[src/rtl/uart_sabitler.vh]
// Shared register offsets, DURUM/KONTROL bit positions and TX state codes for the UART controller.
`ifndef UART_SABITLER_VH
`define UART_SABITLER_VH

localparam logic [4:0] ADR_BAUD    = 5'h00;
localparam logic [4:0] ADR_DURUM   = 5'h04;
localparam logic [4:0] ADR_RXVERI  = 5'h08;
localparam logic [4:0] ADR_TXVERI  = 5'h0C;
localparam logic [4:0] ADR_KONTROL = 5'h10;

localparam int DURUM_RX_BOS      = 0;
localparam int DURUM_RX_DOLU     = 1;
localparam int DURUM_TX_BOS      = 2;
localparam int DURUM_TX_DOLU     = 3;
localparam int DURUM_RX_TASMA    = 4;
localparam int DURUM_RX_SAYI_LSB = 8;

localparam int KONTROL_RX_EN       = 0;
localparam int KONTROL_TX_EN       = 1;
localparam int KONTROL_TASMA_SIL   = 2;
localparam int KONTROL_KESME_MASKE = 3;

localparam logic TX_BOSTA_KOD  = 1'b0;
localparam logic TX_GONDER_KOD = 1'b1;

`endif

[src/rtl/uart_denetleyici_pkg.sv]
// Shared types and helpers for the UART controller; constants come from uart_sabitler.vh.
package uart_denetleyici_pkg;
  `include "uart_sabitler.vh"

  typedef enum logic {
    TX_BOSTA  = TX_BOSTA_KOD,
    TX_GONDER = TX_GONDER_KOD
  } tx_durum_t;

  function automatic logic [31:0] durum_paketle(input logic rx_bos, input logic rx_dolu,
                                                input logic tx_bos, input logic tx_dolu,
                                                input logic rx_tasma, input logic [3:0] rx_sayi);
    logic [31:0] d;
    d = '0;
    d[DURUM_RX_BOS]               = rx_bos;
    d[DURUM_RX_DOLU]              = rx_dolu;
    d[DURUM_TX_BOS]               = tx_bos;
    d[DURUM_TX_DOLU]              = tx_dolu;
    d[DURUM_RX_TASMA]             = rx_tasma;
    d[DURUM_RX_SAYI_LSB +: 4]     = rx_sayi;
    return d;
  endfunction
endpackage

[src/rtl/uart_denetleyici_if.sv]
// Register bus of the UART controller: one-cycle request, response exactly one cycle later, never stalls.
interface uart_denetleyici_if;
  logic        istek_gecerli_i;
  logic        istek_yaz_i;
  logic [4:0]  istek_adres_i;
  logic [31:0] istek_veri_i;
  logic        yanit_gecerli_o;
  logic [31:0] yanit_veri_o;

  modport master (
    output istek_gecerli_i, istek_yaz_i, istek_adres_i, istek_veri_i,
    input  yanit_gecerli_o, yanit_veri_o
  );

  modport slave (
    input  istek_gecerli_i, istek_yaz_i, istek_adres_i, istek_veri_i,
    output yanit_gecerli_o, yanit_veri_o
  );
endinterface

[src/rtl/uart_kuyruk.sv]
// Synchronous byte FIFO; head visible combinationally, push/pop take effect on the next edge.
// A push while full is accepted only if a pop happens in the same cycle; pop on empty is ignored.
module uart_kuyruk #(
  parameter int DERINLIK = 8
) (
  input  logic                       clk_i,
  input  logic                       rstn_i,
  input  logic                       push,
  input  logic                       pop,
  input  logic [7:0]                 veri_gir,
  output logic [7:0]                 veri_cik,
  output logic                       bos,
  output logic                       dolu,
  output logic [$clog2(DERINLIK):0]  sayi
);
  localparam int AW = $clog2(DERINLIK);
  localparam int SW = AW + 1;

  logic [7:0]    mem [DERINLIK];
  logic [AW-1:0] yaz_ptr, oku_ptr;
  logic          yaz, oku;

  assign bos      = (sayi == '0);
  assign dolu     = (sayi == SW'(DERINLIK));
  assign yaz      = push & (~dolu | pop);
  assign oku      = pop & ~bos;
  assign veri_cik = mem[oku_ptr];

  always_ff @(posedge clk_i) begin
    if (yaz) mem[yaz_ptr] <= veri_gir;
  end

  always_ff @(posedge clk_i or negedge rstn_i) begin
    if (!rstn_i) begin
      yaz_ptr <= '0;
      oku_ptr <= '0;
      sayi    <= '0;
    end else begin
      if (yaz) yaz_ptr <= yaz_ptr + AW'(1);
      if (oku) oku_ptr <= oku_ptr + AW'(1);
      case ({yaz, oku})
        2'b10:   sayi <= sayi + SW'(1);
        2'b01:   sayi <= sayi - SW'(1);
        default: sayi <= sayi;
      endcase
    end
  end
endmodule

[src/rtl/uart_denetleyici.sv]
// UART register controller: RX/TX byte queues, baud register, TX handoff FSM; responses 1 cycle after request, no bus backpressure.
// Optional interrupt output kesme_o is built in when UART_KESME_EN is defined.
module uart_denetleyici
  import uart_denetleyici_pkg::*;
#(
  parameter int          FIFO_DERINLIK   = 8,
  parameter logic [15:0] BAUD_VARSAYILAN = 16'd868
) (
  input  logic                 clk_i,
  input  logic                 rstn_i,
  uart_denetleyici_if.slave    bus,
  output logic [15:0]          baud_div_o,
  input  logic [7:0]           rx_veri_i,
  input  logic                 rx_gecerli_i,
  output logic [7:0]           tx_veri_o,
  output logic                 tx_gecerli_o,
  input  logic                 tx_hazir_i
`ifdef UART_KESME_EN
  ,
  output logic                 kesme_o
`endif
);
  localparam int SW = $clog2(FIFO_DERINLIK) + 1;

  logic          yaz_istek, oku_istek;
  logic          rx_en, tx_en, rx_tasma;
  logic          rx_push, rx_pop, rx_bos, rx_dolu, tasma_olay;
  logic          tx_push, tx_pop, tx_bos, tx_dolu;
  logic [7:0]    rx_bas, tx_bas;
  logic [SW-1:0] rx_sayi, tx_sayi;
  logic [31:0]   okuma_verisi, kontrol_oku;
  tx_durum_t     tx_durum;
  logic          unused_ok;

  assign yaz_istek = bus.istek_gecerli_i & bus.istek_yaz_i;
  assign oku_istek = bus.istek_gecerli_i & ~bus.istek_yaz_i;
  assign unused_ok = &{1'b0, bus.istek_veri_i[31:16], tx_sayi};

  // A simultaneous pop frees the slot, so a full queue still takes the byte without overflow.
  assign rx_pop     = oku_istek & (bus.istek_adres_i == ADR_RXVERI) & ~rx_bos;
  assign rx_push    = rx_gecerli_i & rx_en;
  assign tasma_olay = rx_gecerli_i & rx_en & rx_dolu & ~rx_pop;
  assign tx_push    = yaz_istek & (bus.istek_adres_i == ADR_TXVERI) & ~tx_dolu;
  assign tx_pop     = (tx_durum == TX_BOSTA) & tx_en & ~tx_bos;

  uart_kuyruk #(.DERINLIK(FIFO_DERINLIK)) u_rx_kuyruk (
    .clk_i(clk_i), .rstn_i(rstn_i), .push(rx_push), .pop(rx_pop), .veri_gir(rx_veri_i),
    .veri_cik(rx_bas), .bos(rx_bos), .dolu(rx_dolu), .sayi(rx_sayi)
  );

  uart_kuyruk #(.DERINLIK(FIFO_DERINLIK)) u_tx_kuyruk (
    .clk_i(clk_i), .rstn_i(rstn_i), .push(tx_push), .pop(tx_pop), .veri_gir(bus.istek_veri_i[7:0]),
    .veri_cik(tx_bas), .bos(tx_bos), .dolu(tx_dolu), .sayi(tx_sayi)
  );

`ifdef UART_KESME_EN
  logic kesme_maske;
`endif

  always_comb begin
    kontrol_oku = '0;
    kontrol_oku[KONTROL_RX_EN] = rx_en;
    kontrol_oku[KONTROL_TX_EN] = tx_en;
`ifdef UART_KESME_EN
    kontrol_oku[KONTROL_KESME_MASKE] = kesme_maske;
`endif
  end

  always_comb begin
    okuma_verisi = '0;
    case (bus.istek_adres_i)
      ADR_BAUD:    okuma_verisi = {16'h0000, baud_div_o};
      ADR_DURUM:   okuma_verisi = durum_paketle(rx_bos, rx_dolu, tx_bos, tx_dolu, rx_tasma, 4'(rx_sayi));
      ADR_RXVERI:  okuma_verisi = rx_bos ? 32'h0 : {24'h0, rx_bas};
      ADR_KONTROL: okuma_verisi = kontrol_oku;
      default:     okuma_verisi = '0;
    endcase
  end

  always_ff @(posedge clk_i or negedge rstn_i) begin
    if (!rstn_i) begin
      bus.yanit_gecerli_o <= 1'b0;
      bus.yanit_veri_o    <= '0;
    end else begin
      bus.yanit_gecerli_o <= bus.istek_gecerli_i;
      bus.yanit_veri_o    <= oku_istek ? okuma_verisi : 32'h0;
    end
  end

  always_ff @(posedge clk_i or negedge rstn_i) begin
    if (!rstn_i) begin
      baud_div_o <= BAUD_VARSAYILAN;
      rx_en      <= 1'b0;
      tx_en      <= 1'b0;
      rx_tasma   <= 1'b0;
`ifdef UART_KESME_EN
      kesme_maske <= 1'b0;
`endif
    end else begin
      // Divisors of 0 and 1 cannot produce a bit period, so those writes leave BAUD untouched.
      if (yaz_istek && bus.istek_adres_i == ADR_BAUD && bus.istek_veri_i[15:0] > 16'd1)
        baud_div_o <= bus.istek_veri_i[15:0];
      if (yaz_istek && bus.istek_adres_i == ADR_KONTROL) begin
        rx_en <= bus.istek_veri_i[KONTROL_RX_EN];
        tx_en <= bus.istek_veri_i[KONTROL_TX_EN];
`ifdef UART_KESME_EN
        kesme_maske <= bus.istek_veri_i[KONTROL_KESME_MASKE];
`endif
        if (bus.istek_veri_i[KONTROL_TASMA_SIL]) rx_tasma <= 1'b0;
      end
      if (tasma_olay) rx_tasma <= 1'b1;
    end
  end

  always_ff @(posedge clk_i or negedge rstn_i) begin
    if (!rstn_i) begin
      tx_durum     <= TX_BOSTA;
      tx_gecerli_o <= 1'b0;
      tx_veri_o    <= '0;
    end else begin
      case (tx_durum)
        TX_BOSTA: if (tx_pop) begin
          tx_veri_o    <= tx_bas;
          tx_gecerli_o <= 1'b1;
          tx_durum     <= TX_GONDER;
        end
        TX_GONDER: if (tx_hazir_i) begin
          tx_gecerli_o <= 1'b0;
          tx_durum     <= TX_BOSTA;
        end
        default: tx_durum <= TX_BOSTA;
      endcase
    end
  end

`ifdef UART_KESME_EN
  always_ff @(posedge clk_i or negedge rstn_i) begin
    if (!rstn_i) kesme_o <= 1'b0;
    else         kesme_o <= kesme_maske & ((rx_en & ~rx_bos) | rx_tasma);
  end
`endif
endmodule

[src/flat_wrapper.sv]
// flat-port wrapper written by rule: the top's interface ports become plain ports
module uart_denetleyici_flat import uart_denetleyici_pkg::*;
#(
  parameter int          FIFO_DERINLIK   = 8,
  parameter logic [15:0] BAUD_VARSAYILAN = 16'd868
)
  (clk_i, rstn_i, baud_div_o, rx_veri_i, rx_gecerli_i, tx_veri_o, tx_gecerli_o, tx_hazir_i, bus_istek_gecerli_i, bus_istek_yaz_i, bus_istek_adres_i, bus_istek_veri_i, bus_yanit_gecerli_o, bus_yanit_veri_o);
  uart_denetleyici_if bus_i ();
  input  logic clk_i;
  input  logic rstn_i;
  output logic [15:0] baud_div_o;
  input  logic [7:0] rx_veri_i;
  input  logic rx_gecerli_i;
  output logic [7:0] tx_veri_o;
  output logic tx_gecerli_o;
  input  logic tx_hazir_i;
  input wire logic [$bits(bus_i.istek_gecerli_i)-1:0] bus_istek_gecerli_i;
  input wire logic [$bits(bus_i.istek_yaz_i)-1:0] bus_istek_yaz_i;
  input wire logic [$bits(bus_i.istek_adres_i)-1:0] bus_istek_adres_i;
  input wire logic [$bits(bus_i.istek_veri_i)-1:0] bus_istek_veri_i;
  output wire logic [$bits(bus_i.yanit_gecerli_o)-1:0] bus_yanit_gecerli_o;
  output wire logic [$bits(bus_i.yanit_veri_o)-1:0] bus_yanit_veri_o;
  assign bus_i.istek_gecerli_i = bus_istek_gecerli_i;
  assign bus_i.istek_yaz_i = bus_istek_yaz_i;
  assign bus_i.istek_adres_i = bus_istek_adres_i;
  assign bus_i.istek_veri_i = bus_istek_veri_i;
  assign bus_yanit_gecerli_o = bus_i.yanit_gecerli_o;
  assign bus_yanit_veri_o = bus_i.yanit_veri_o;
  uart_denetleyici #(.FIFO_DERINLIK(FIFO_DERINLIK), .BAUD_VARSAYILAN(BAUD_VARSAYILAN)) u_core (.clk_i(clk_i), .rstn_i(rstn_i), .bus(bus_i), .baud_div_o(baud_div_o), .rx_veri_i(rx_veri_i), .rx_gecerli_i(rx_gecerli_i), .tx_veri_o(tx_veri_o), .tx_gecerli_o(tx_gecerli_o), .tx_hazir_i(tx_hazir_i));
endmodule
[config.mk]
export PLATFORM = sky130hd
export DESIGN_NAME = uart_denetleyici_flat
export DESIGN_NICKNAME = d
export VERILOG_FILES = /design/src/rtl/uart_denetleyici_pkg.sv /design/src/rtl/uart_denetleyici_if.sv /design/src/rtl/uart_kuyruk.sv /design/src/rtl/uart_denetleyici.sv /design/src/flat_wrapper.sv
export VERILOG_INCLUDE_DIRS = /design/src /design/src/rtl
export SDC_FILE = /design/constraint.sdc
export NUM_CORES = 1
export LEC_CHECK = 0
export ABC_CLOCK_PERIOD_IN_PS = 2750
export CAP_MARGIN = 10
export CORE_MARGIN = 5
export CORE_UTILIZATION = 45
export DETAILED_ROUTE_END_ITERATION = 8
export PLACE_DENSITY = 0.67
export SYNTH_ARGS = -nofsm -noshare
export SYNTH_HDL_FRONTEND = slang
export SYNTH_SLANG_ARGS = --single-unit
[constraint.sdc]
create_clock -name clk_i -period 2.75 [get_ports clk_i]
set_clock_uncertainty 0.05 [all_clocks]
set_input_delay 0.55 -clock clk_i [delete_from_list [all_inputs] [get_ports clk_i]]
set_output_delay 0.55 -clock clk_i [all_outputs]
set_load 0.005 [all_outputs]
==> run metrics <==
worst slew pin tran 0.8437 ns; CTS Buf Count 17; Multi-input gate area 0.002451 mm²; Synth area leader edfxtp_1; syn avg cell area 16.84 µm²; delay-heaviest family, CP simple AND/OR/NAND/NOR gates; H-tree depth 4; fin. max-slew vios 0; Worst Path Buf+Inv 3; Initial Util 0.4531; ANT nets after route 0; gr usage total 0.1738; CTS Sinks 194; first-pass GRT wire length 26640 µm; Max Clock Freq 0.3732 GHz; startpoint type of the worst setup path input pin; Die W 144.0 µm; Routed WL per cell 20.11 µm; grt total ovfl 0; Peak VDD IR 584.7 µV; synthesized instance count 480; Hold Vio Cnt, Final 0; Routed WL 17130 µm; Root Buffer clkbuf_16; Hold Path Class input pin to asynchronous set/reset pin; ys async rst share 0.3402; initial DRC count 302; Final setup viols 0; DP Wirelength 11750 µm; R2R depth 9; Crit path required time 3.00 ns; placed cell areas 0.009429 mm²; std cell rows 49; Netlist cell types 58; R2R Path Start u_core.u_rx_kuyruk.sayi[2]; Reg area 0.005502 mm²; Crit Path Class input pin to flop; ranking of synthesized cells by area edfxtp_1, dfrtp_1, mux4_2; final core utilization 0.5659; top-area cell type share of the netlist area 0.4755; ratio of cells with drive above 1 in the final layout 0.2745; Vias 4505; CTS Hold Bufs 0; Post-synth EDFFs 128; Die H 144.0 µm; Placer Congestion 0.7977; reg2reg end u_core.u_rx_kuyruk.sayi[3]; post-synthesis sequential area ratio 0.6805; crit-path cells clkdlybuf4s50_1 > or4b_4 > or3_4 > clkinv_4 > ha_4 > ha_2 > inv_1 > or3_1 > nand4b_1 > o311ai_1; FF-to-FF setup slack 0.28 ns; Top FF cell, synth edfxtp_1; status completed; vias per std cell 5.288; input/output buffers 76; insertion delay to the later sink of the worst-skew pair 0.43 ns; Ports 109; Area Overhead vs Synth 24.89%; Worst EP arrival 2.93 ns; NumNets Final 672; vias in the first global route 4728; CP max FO 5; pwr dens 768.5 mW/mm²; Die Area 0.02074 mm²; MaxCap Viol Count 0; Warnings, synthesis 0; Setup TNS Final 0 ns; clk slew on worst S/H paths 0.07 ns; Post-route DRC 0; clock buffer depth 2; unrepaired setup endpoints after global routing false; final worst path period need 2.680 ns; Layout fillers 1395; # diodes 0; post-route cell area 0.01010 mm²; mapped cell area 0.008084 mm²; CP Capture Type flop; slowest stage delay, CP 0.52 ns; final worst path period share 0.9744; largest net degree at the start of global routing 41; core area 0.01784 mm²; CTS tree yes; drt first pass iters 4; max_slew headroom 0.4375; Slowest-stage cell, CP or4b_4; initial antenna violation count 0; Leak 3.758 nW; count of state elements after synthesis 194
## registers in the layout (all words and copies together) (netlist names)
signal and count:
u_core.baud_div_o 16, u_core.tx_veri_o 8, u_core.u_tx_kuyruk.yaz_ptr 3, u_core.u_rx_kuyruk.mem 64, u_core.u_rx_kuyruk.oku_ptr 3, u_core.u_tx_kuyruk.sayi 4
u_core.rx_en 1, u_core.bus.yanit_gecerli_o 1, u_core.u_tx_kuyruk.mem 64, u_core.tx_durum 1, u_core.u_tx_kuyruk.oku_ptr 3, u_core.bus.yanit_veri_o 16
u_core.tx_en 1, u_core.u_rx_kuyruk.yaz_ptr 3, u_core.u_rx_kuyruk.sayi 4, u_core.rx_tasma 1, u_core.tx_gecerli_o 1
## cell type report
cell class | count | share of cell area
repair buffers | 132 | 0.1182
clock buffers | 17 | 0.04214
well taps | 229 | 0.02838
multi-input cells | 257 | 0.2428
clock inverters | 15 | 0.02008
inverters | 8 | 0.003470
flip-flops and latches | 194 | 0.5449
## repair_timing
action | 4_1_cts | 5_1_grt
setup endpoints to repair | 1 | 3
pin swaps | 0 | 6
setup buffers | 0 | 2
resized for setup | 1 | 6
## cells by family (layout without fill, tap and decap cells)
logic type	count (synthesis)	in the layout	synth area share
and+or+nand+nor	103	103	0.08002
adders and majority gates	12	12	0.01919
buffers and inverters	44	172	0.03111
DFF	194	194	0.6805
AOI/OAI and AO/OA	42	42	0.03096
xor gates and xnor gates	15	15	0.01718
muxes	69	69	0.1405
other	1	16	0.0004639
## synth_stat cells, types with 2 or more instances
| cell | n |
|---|---|
| edfxtp_1 | 128 |
| dfrtp_1 | 61 |
| mux4_2 | 32 |
| mux2_2 | 20 |
| nor2_1 | 20 |
| buf_4 | 16 |
| nand2_1 | 15 |
| a21oi_1 | 14 |
| mux2i_1 | 13 |
| o21ai_0 | 13 |
| ha_1 | 10 |
| nor4_1 | 10 |
| clkbuf_1 | 9 |
| nand2b_1 | 9 |
| and2_1 | 7 |
| inv_1 | 7 |
| xnor2_1 | 7 |
| xor2_1 | 7 |
| a22oi_1 | 6 |
| nor3_1 | 6 |
| a21o_1 | 5 |
| buf_2 | 5 |
| dfstp_2 | 5 |
| buf_1 | 4 |
| mux2_4 | 4 |
| nor2b_1 | 4 |
| nor3b_1 | 4 |
| nand4_1 | 3 |
| nor4b_1 | 3 |
| and2_0 | 2 |
| buf_6 | 2 |
| nor4bb_1 | 2 |
| or3_1 | 2 |
## worst reg2reg max path, delay by kind of cell, from the launching register on
family	cells	cell delay, ns
buffers and inverters	1	0.05
AND/OR/NAND/NOR	4	1.21
flip-flops	1	0.44
adder cells (fa/ha/maj)	2	0.35
AO/OA/AOI/OAI	2	0.25
## how the worst max path moves through the flow
stage	start	end	cells after the start	slack (ns)
after floorplan	bus_istek_adres_i[2]	u_core.u_rx_kuyruk.sayi[3]	11	0.0009
after global placement	bus_istek_adres_i[4]	u_core.u_rx_kuyruk.sayi[3]	10	-0.38
after detailed placement	bus_istek_adres_i[4]	u_core.u_rx_kuyruk.sayi[3]	9	-0.47
after CTS	bus_istek_adres_i[4]	u_core.u_rx_kuyruk.sayi[3]	10	0.004
after global routing	bus_istek_adres_i[3]	u_core.u_rx_kuyruk.sayi[3]	10	0.004
final	bus_istek_adres_i[3]	u_core.u_rx_kuyruk.sayi[3]	10	0.07
## per-stage QoR
| step | instances | worst slack, ns | hold slack, ns | total power, mW |
|---|---|---|---|---|
| 2_1_floorplan | 495 | 0.0008804 | 0.2044 | 4.592 |
| 3_3_place_gp | 818 | -0.3818 | 0.4096 | 5.144 |
| 3_5_place_dp | 818 | -0.4686 | 0.4284 | 5.192 |
| 4_1_cts | 850 | 0.004279 | 0.1208 | 7.832 |
| 5_1_grt | 852 | 0.003711 | 0.1571 | 8.135 |
| 6_report | 852 | 0.07029 | 0.1292 | 7.758 |
## report_power, final
part	internal (mW)	switching, mW
logic	0.839	0.563
registers	3.36	0.373
clock network	1.53	1.09
## cells in the final DEF (no fill, tap or decap), types with 15 or more instances in the layout
cell and n:
dfrtp_1 61, clkdlybuf4s50_1 73, mux2_2 20, nor2_1 20, edfxtp_1 128, buf_4 55, nand2_1 15, clkbuf_16 17
conb_1 16, mux4_2 32
## per-layer routing
metal	vias to the layer above	part of all wire	GRT usage	wire length, µm
met5	-	0	0	0
met3	21	0.041	0.03704	695
met2	110	0.52	0.2972	8941
met4	0	0.019	0.06095	334
li1	2075	-	-	-
met1	2299	0.42	0.2208	7159
No activity file was read; power rests on OpenSTA's default activity.
